==> config.mk <==
export PLATFORM = sky130hd
export DESIGN_NAME = prog_boot_loader_flat
export DESIGN_NICKNAME = d
export VERILOG_FILES = /design/src/rtl/prog_boot_loader_pkg.sv /design/src/rtl/prog_boot_loader_if.sv /design/src/rtl/prog_boot_loader_counter.sv /design/src/rtl/prog_boot_loader.sv /design/src/flat_wrapper.sv
export SDC_FILE = /design/constraint.sdc
export NUM_CORES = 1
export LEC_CHECK = 0
export ABC_AREA = 0
export CAP_MARGIN = 0
export CORE_MARGIN = 3
export CORE_UTILIZATION = 45
export CTS_CLUSTER_DIAMETER = 150
export CTS_CLUSTER_SIZE = 16
export DETAILED_ROUTE_END_ITERATION = 12
export PLACE_DENSITY = 0.74
export SETUP_SLACK_MARGIN = 0.05
export SYNTH_ARGS = -nofsm -noshare
export SYNTH_HDL_FRONTEND = slang
export SYNTH_HIERARCHICAL = 1
export SYNTH_SLANG_ARGS = --single-unit
export TNS_END_PERCENT = 100
==> constraint.sdc <==
create_clock -name i_clk -period 3.6 [get_ports i_clk]
set_input_delay 0.36 -clock i_clk [delete_from_list [all_inputs] [get_ports i_clk]]
set_output_delay 0.36 -clock i_clk [all_outputs]
set_load 0.05 [all_outputs]
==> src/rtl/prog_boot_loader_pkg.sv <==
// Shared types and constants for the program boot loader.
package prog_boot_loader_pkg;

  typedef enum logic [2:0] {
    HEADER,
    LOAD,
    CHECK,
    RUN,
    ERROR
  } boot_state_e;

  localparam int WORD_BYTES          = 4;
  localparam int CPU_RST_RELEASE_DLY = 2;

endpackage

==> src/rtl/prog_boot_loader_if.sv <==
// Stream, core and instruction-memory signals of the boot loader.
// The master side is the upstream feeder and core; the slave side is the loader.
interface prog_boot_loader_if #(
  parameter int CNT_W = 16
);
  logic             in_valid;
  logic [31:0]      in_data;
  logic             in_ready;
  logic             reload;
  logic [31:0]      cpu_pc;
  logic             cpu_rst;
  logic             imem_wen;
  logic [31:0]      imem_addr;
  logic [31:0]      imem_wdata;
  logic             load_done;
  logic             load_err;
  logic [CNT_W-1:0] words_loaded;

  modport master (
    output in_valid, in_data, reload, cpu_pc,
    input  in_ready, cpu_rst, imem_wen, imem_addr, imem_wdata,
           load_done, load_err, words_loaded
  );

  modport slave (
    input  in_valid, in_data, reload, cpu_pc,
    output in_ready, cpu_rst, imem_wen, imem_addr, imem_wdata,
           load_done, load_err, words_loaded
  );
endinterface

==> src/rtl/prog_boot_loader_counter.sv <==
// boot_stream_counter: write address, payload count and remaining-word tracking.
module boot_stream_counter
  import prog_boot_loader_pkg::*;
#(
  parameter int          CNT_W     = 16,
  parameter logic [31:0] BASE_ADDR = 32'h0000_0000
) (
  input  logic             i_clk,
  input  logic             i_rst,
  input  logic             i_clear,
  input  logic             i_load,
  input  logic             i_inc,
  input  logic [CNT_W-1:0] i_n,
  output logic [31:0]      o_addr,
  output logic [CNT_W-1:0] o_count,
  output logic             o_last
);

  logic [31:0]      r_addr;
  logic [CNT_W-1:0] r_count;
  logic [CNT_W-1:0] r_remaining;

  always_ff @(posedge i_clk) begin
    if (i_rst || i_clear) begin
      r_addr      <= BASE_ADDR;
      r_count     <= '0;
      r_remaining <= '0;
    end else if (i_load) begin
      r_addr      <= BASE_ADDR;
      r_count     <= '0;
      r_remaining <= i_n;
    end else if (i_inc) begin
      r_addr      <= r_addr + 32'(WORD_BYTES);
      r_count     <= r_count + CNT_W'(1);
      r_remaining <= r_remaining - CNT_W'(1);
    end
  end

  assign o_addr  = r_addr;
  assign o_count = r_count;
  assign o_last  = (r_remaining == CNT_W'(1));

endmodule

==> src/rtl/prog_boot_loader.sv <==
// Boot loader: streams a counted program into instruction memory, then releases the core.
// Optional trailing checksum word enabled with `define BOOT_CHECKSUM_EN.
module prog_boot_loader
  import prog_boot_loader_pkg::*;
#(
  parameter int unsigned DEPTH     = 256,
  parameter logic [31:0] BASE_ADDR = 32'h0000_0000,
  parameter int          CNT_W     = 16
) (
  input  logic               i_clk,
  input  logic               i_rst,
  prog_boot_loader_if.slave  bus
);

  localparam logic [1:0] DLY_LAST = 2'(CPU_RST_RELEASE_DLY - 1);

`ifdef BOOT_CHECKSUM_EN
  localparam boot_state_e POST_LOAD = CHECK;
  logic [31:0] r_sum;
`else
  localparam boot_state_e POST_LOAD = RUN;
`endif

  boot_state_e      r_state;
  boot_state_e      w_next;
  logic             w_ready;
  logic             w_xfer;
  logic [CNT_W-1:0] w_n;
  logic             w_ctr_load;
  logic             w_ctr_inc;
  logic             w_wr;
  logic [31:0]      w_addr;
  logic [CNT_W-1:0] w_count;
  logic             w_last;
  logic             r_wen;
  logic [31:0]      r_wdata;
  logic [31:0]      r_waddr;
  logic             r_cpu_rst;
  logic [1:0]       r_dly;

  assign w_ready = (r_state == HEADER) || (r_state == LOAD) || (r_state == CHECK);
  assign w_xfer  = bus.in_valid && w_ready;
  assign w_n     = bus.in_data[CNT_W-1:0];

  boot_stream_counter #(
    .CNT_W     (CNT_W),
    .BASE_ADDR (BASE_ADDR)
  ) u_counter (
    .i_clk   (i_clk),
    .i_rst   (i_rst),
    .i_clear (bus.reload),
    .i_load  (w_ctr_load),
    .i_inc   (w_ctr_inc),
    .i_n     (w_n),
    .o_addr  (w_addr),
    .o_count (w_count),
    .o_last  (w_last)
  );

  always_ff @(posedge i_clk) begin
    if (i_rst) r_state <= HEADER;
    else       r_state <= w_next;
  end

  // reload outranks a simultaneous transfer, so that word is never written
  always_comb begin
    w_next     = r_state;
    w_ctr_load = 1'b0;
    w_ctr_inc  = 1'b0;
    w_wr       = 1'b0;
    if (bus.reload) begin
      w_next = HEADER;
    end else if (w_xfer) begin
      case (r_state)
        HEADER: begin
          w_ctr_load = 1'b1;
          if (w_n == '0)              w_next = POST_LOAD;
          else if (32'(w_n) > DEPTH)  w_next = ERROR;
          else                        w_next = LOAD;
        end
        LOAD: begin
          w_wr      = 1'b1;
          w_ctr_inc = 1'b1;
          if (w_last) w_next = POST_LOAD;
        end
`ifdef BOOT_CHECKSUM_EN
        CHECK: w_next = (bus.in_data == r_sum) ? RUN : ERROR;
`endif
        default: w_next = r_state;
      endcase
    end
  end

  always_ff @(posedge i_clk) begin
    if (i_rst) begin
      r_wen   <= 1'b0;
      r_wdata <= '0;
      r_waddr <= BASE_ADDR;
    end else begin
      r_wen <= w_wr;
      if (w_wr) begin
        r_wdata <= bus.in_data;
        r_waddr <= w_addr;
      end
    end
  end

`ifdef BOOT_CHECKSUM_EN
  always_ff @(posedge i_clk) begin
    if (i_rst || bus.reload || w_ctr_load) r_sum <= '0;
    else if (w_wr)                         r_sum <= r_sum + bus.in_data;
  end
`endif

  // Core reset drops only after the final write has settled in memory
  always_ff @(posedge i_clk) begin
    if (i_rst || bus.reload || (r_state != RUN)) begin
      r_cpu_rst <= 1'b1;
      r_dly     <= '0;
    end else if (r_dly != DLY_LAST) begin
      r_dly <= r_dly + 2'd1;
    end else begin
      r_cpu_rst <= 1'b0;
    end
  end

  assign bus.in_ready     = w_ready;
  assign bus.cpu_rst      = r_cpu_rst;
  assign bus.imem_wen     = r_wen;
  assign bus.imem_wdata   = r_wdata;
  assign bus.imem_addr    = ((r_state == RUN) && !r_cpu_rst) ? bus.cpu_pc : r_waddr;
  assign bus.load_done    = (r_state == RUN);
  assign bus.load_err     = (r_state == ERROR);
  assign bus.words_loaded = w_count;

endmodule

==> src/flat_wrapper.sv <==
// flat-port wrapper written by rule: the top's interface ports become plain ports
module prog_boot_loader_flat import prog_boot_loader_pkg::*;
#(
  parameter int unsigned DEPTH     = 256,
  parameter logic [31:0] BASE_ADDR = 32'h0000_0000,
  parameter int          CNT_W     = 16
)
  (i_clk, i_rst, bus_in_valid, bus_in_data, bus_reload, bus_cpu_pc, bus_in_ready, bus_cpu_rst, bus_imem_wen, bus_imem_addr, bus_imem_wdata, bus_load_done, bus_load_err, bus_words_loaded);
  prog_boot_loader_if #(.CNT_W(CNT_W)) bus_i ();
  input  logic i_clk;
  input  logic i_rst;
  input wire logic [$bits(bus_i.in_valid)-1:0] bus_in_valid;
  input wire logic [$bits(bus_i.in_data)-1:0] bus_in_data;
  input wire logic [$bits(bus_i.reload)-1:0] bus_reload;
  input wire logic [$bits(bus_i.cpu_pc)-1:0] bus_cpu_pc;
  output wire logic [$bits(bus_i.in_ready)-1:0] bus_in_ready;
  output wire logic [$bits(bus_i.cpu_rst)-1:0] bus_cpu_rst;
  output wire logic [$bits(bus_i.imem_wen)-1:0] bus_imem_wen;
  output wire logic [$bits(bus_i.imem_addr)-1:0] bus_imem_addr;
  output wire logic [$bits(bus_i.imem_wdata)-1:0] bus_imem_wdata;
  output wire logic [$bits(bus_i.load_done)-1:0] bus_load_done;
  output wire logic [$bits(bus_i.load_err)-1:0] bus_load_err;
  output wire logic [$bits(bus_i.words_loaded)-1:0] bus_words_loaded;
  assign bus_i.in_valid = bus_in_valid;
  assign bus_i.in_data = bus_in_data;
  assign bus_i.reload = bus_reload;
  assign bus_i.cpu_pc = bus_cpu_pc;
  assign bus_in_ready = bus_i.in_ready;
  assign bus_cpu_rst = bus_i.cpu_rst;
  assign bus_imem_wen = bus_i.imem_wen;
  assign bus_imem_addr = bus_i.imem_addr;
  assign bus_imem_wdata = bus_i.imem_wdata;
  assign bus_load_done = bus_i.load_done;
  assign bus_load_err = bus_i.load_err;
  assign bus_words_loaded = bus_i.words_loaded;
  prog_boot_loader #(.DEPTH(DEPTH), .BASE_ADDR(BASE_ADDR), .CNT_W(CNT_W)) u_core (.i_clk(i_clk), .i_rst(i_rst), .bus(bus_i));
endmodule
==> impl_metrics.ini <==
[drt]
viasPerCell = 5.69
drtAntennaViolNets = 0
dr.pass1.iters = 5
drtIter0Drc = 409
drc = 0
vias = 5915
totalWireLength_um = 16700
routedWlPerCell_um = 16.1

[global_route]
antenna_found_initial = 0
overflow = 0
grt_first_pass_wirelength_um = 28100
grt_max_degree = 69
track_usage = 0.214
grt_pass1_vias = 5672

[placement]
gp_congestion = 0.812
io_buffers = 152
dp_hpwl_um = 11300

[finish]
area.growth.synth_to_final_pct = 33.9
fill_cells = 1143
num-nets-final = 923
layout-drive-gt1-share = 0.104
diodes = 0
fin_util = 0.626

[cts]
cts.sinks = 133
hold_buffers = 0
cts_tree = done
numCtsBuffers = 17
clk_pin_slew_ps = 60
postCtsSetupBuffers = 0
cts_root_buf = clkbuf_16
post_cts_resized = 0
htree_num_levels = 4
insertion_delay_ps = 410
clockBufferDepth = 2

[worst_hold_path]
worstHoldPathCells = 4
hold_path.class = in -> reg

[logic_synthesis]
synth_cell_types = 53
yosys-top-cells-count = dfxtp_1, a21oi_1, nand3_1, o21ai_0, nor2_1
syn_area_per_cell_um2 = 8.70
netlist_area_um2 = 6290
yosysSeqAreaShare = 0.423
synth-edff-count = 0
synth_cells = 723
synth_seq_cells = 133
netlist_top_cells_area = dfxtp_1, a21oi_1, mux2_4
yosys.area.top_type = dfxtp_1
async_flop_share = 0
yosysMostFrequentCell = dfxtp_1
synth_top_area_share = 0.423
ys.flop_type = dfxtp_1
yosysWarnings = 6

[floorplanning]
rows = 42
die-area_um2 = 15400
coreArea_um2 = 13500
die_w_um = 124
initial_core_util = 0.468
die-height_um = 124
ios = 153

[critical_path]
start_kind = flop
path_max_fanout = 29
end_kind = primary output
required_ps = 3240
critical_path_class = reg -> out
crit_arrival_ps = 2800
reg2regPathDepth = 6

[sta]
slew_headroom = 0.413
rsz0062_at_grt = false
hold_viol_final = 0
period_minus_slack_ps = 3160
worstMarginPinSlew_ps = 872
setup_viol = 0
max_freq_mhz = 317
fin_crit_sh = 0.877
setup_tns_ps = 0
skew_ps = 6.68
slew_viol_final = 0

[power_and_ir_drop]
p_leak_nw = 2.74
ir_drop_uv = 277
power.density_nw_per_um2 = 394

[run_status]
outcome = completed

[flow_run]
drv_cap = 0
## worst max-delay path, cell delays in order, from the launching register on
cell	delay (ps)
dfxtp_1	500
and3b_4	280
nor2b_4	270
buf_12	260
mux2_2	360
clkdlybuf4s50_1	700
## kinds of logic after synthesis
| group | count (synthesis) | share of synthesized area |
|---|---|---|
| AND/OR/NAND/NOR | 239 | 0.206 |
| AO/OA/AOI/OAI | 205 | 0.174 |
| flip-flops | 133 | 0.423 |
| buffers and inverters | 68 | 0.0547 |
| XOR/XNOR | 36 | 0.0501 |
| multiplexers | 36 | 0.0815 |
| adder cells (fa/ha/maj) | 5 | 0.00994 |
| other | 1 | 0.000596 |
## area by class of cell
| class | instances | area (um2) | share of cell area |
|---|---|---|---|
| sequential | 133 | 2660 | 0.316 |
| tap | 176 | 220 | 0.0261 |
| clock buffer | 20 | 467 | 0.0554 |
| multi-input combinational | 523 | 3310 | 0.393 |
| clock inverter | 12 | 104 | 0.0123 |
| timing repair buffer | 165 | 1630 | 0.193 |
| inverter | 10 | 37.5 | 0.00446 |
## cells in the final DEF (no fill, tap or decap), types with 4 or more instances in the layout
cell,instances
nor3_1,11
inv_1,9
dfxtp_1,133
or4_1,18
o21ai_0,66
clkbuf_16,17
or3_1,10
xnor2_1,14
ha_1,5
and3_1,4
mux2_4,30
nand3_1,82
xor2_1,22
nor4_1,9
clkdlybuf4s50_1,151
buf_4,12
o21ai_1,18
nand4_1,14
o31ai_1,13
nand2_1,21
nor2_1,46
mux2i_1,4
a21oi_1,95
clkinv_2,5
and4_1,5
## state kept, by name (all words and copies together), names as in the netlist
register	count
u_core/r_state	3
u_core/bus.imem_wen	1
u_core/bus.cpu_rst	1
u_core/u_counter/o_addr	30
u_core/bus.imem_wdata	32
u_core/u_counter/r_remaining	16
u_core/r_dly	2
u_core/u_counter/o_count	16
u_core/r_waddr	32
## per-stage QoR
step                hold slack, ps  instance area [um2]  cells  power (mW)  setup WS (ps)
finish                         369                 8420   1039        3.32            444
global route                   398                 8420   1039        3.43            341
CTS                            354                 8420   1039        3.35            439
detailed placement             467                 7850   1007        1.71            416
global placement               460                 7850   1007        1.70            491
floorplan                      451                 6290    724        1.61            929
## layer usage
metal	wire length, um	vias to the layer above	track usage
li1	-	2891	-
met1	7610	2825	0.284
met2	8040	176	0.351
met3	761	23	0.0464
met4	278	0	0.0645
met5	0	-	0
## worst paths after layout
path / start / end / slack (ps)
min: i_rst / u_core/u_counter/r_remaining[6] / 370
max: u_core/r_state[0] / bus_imem_addr[29] / 440
min reg2reg: u_core/r_waddr[20] / u_core/r_waddr[20] / 470
max reg2reg: u_core/r_state[2] / u_core/u_counter/o_addr[21] / 780
## power breakdown
group / internal [mW] / switching [mW] / total, mW
Clock: 1.00 / 0.641 / 1.64
Sequential: 1.48 / 0.00750 / 1.49
Combinational: 0.0908 / 0.102 / 0.193
Total: 2.57 / 0.751 / 3.32
(Power assumes the default switching activity.)
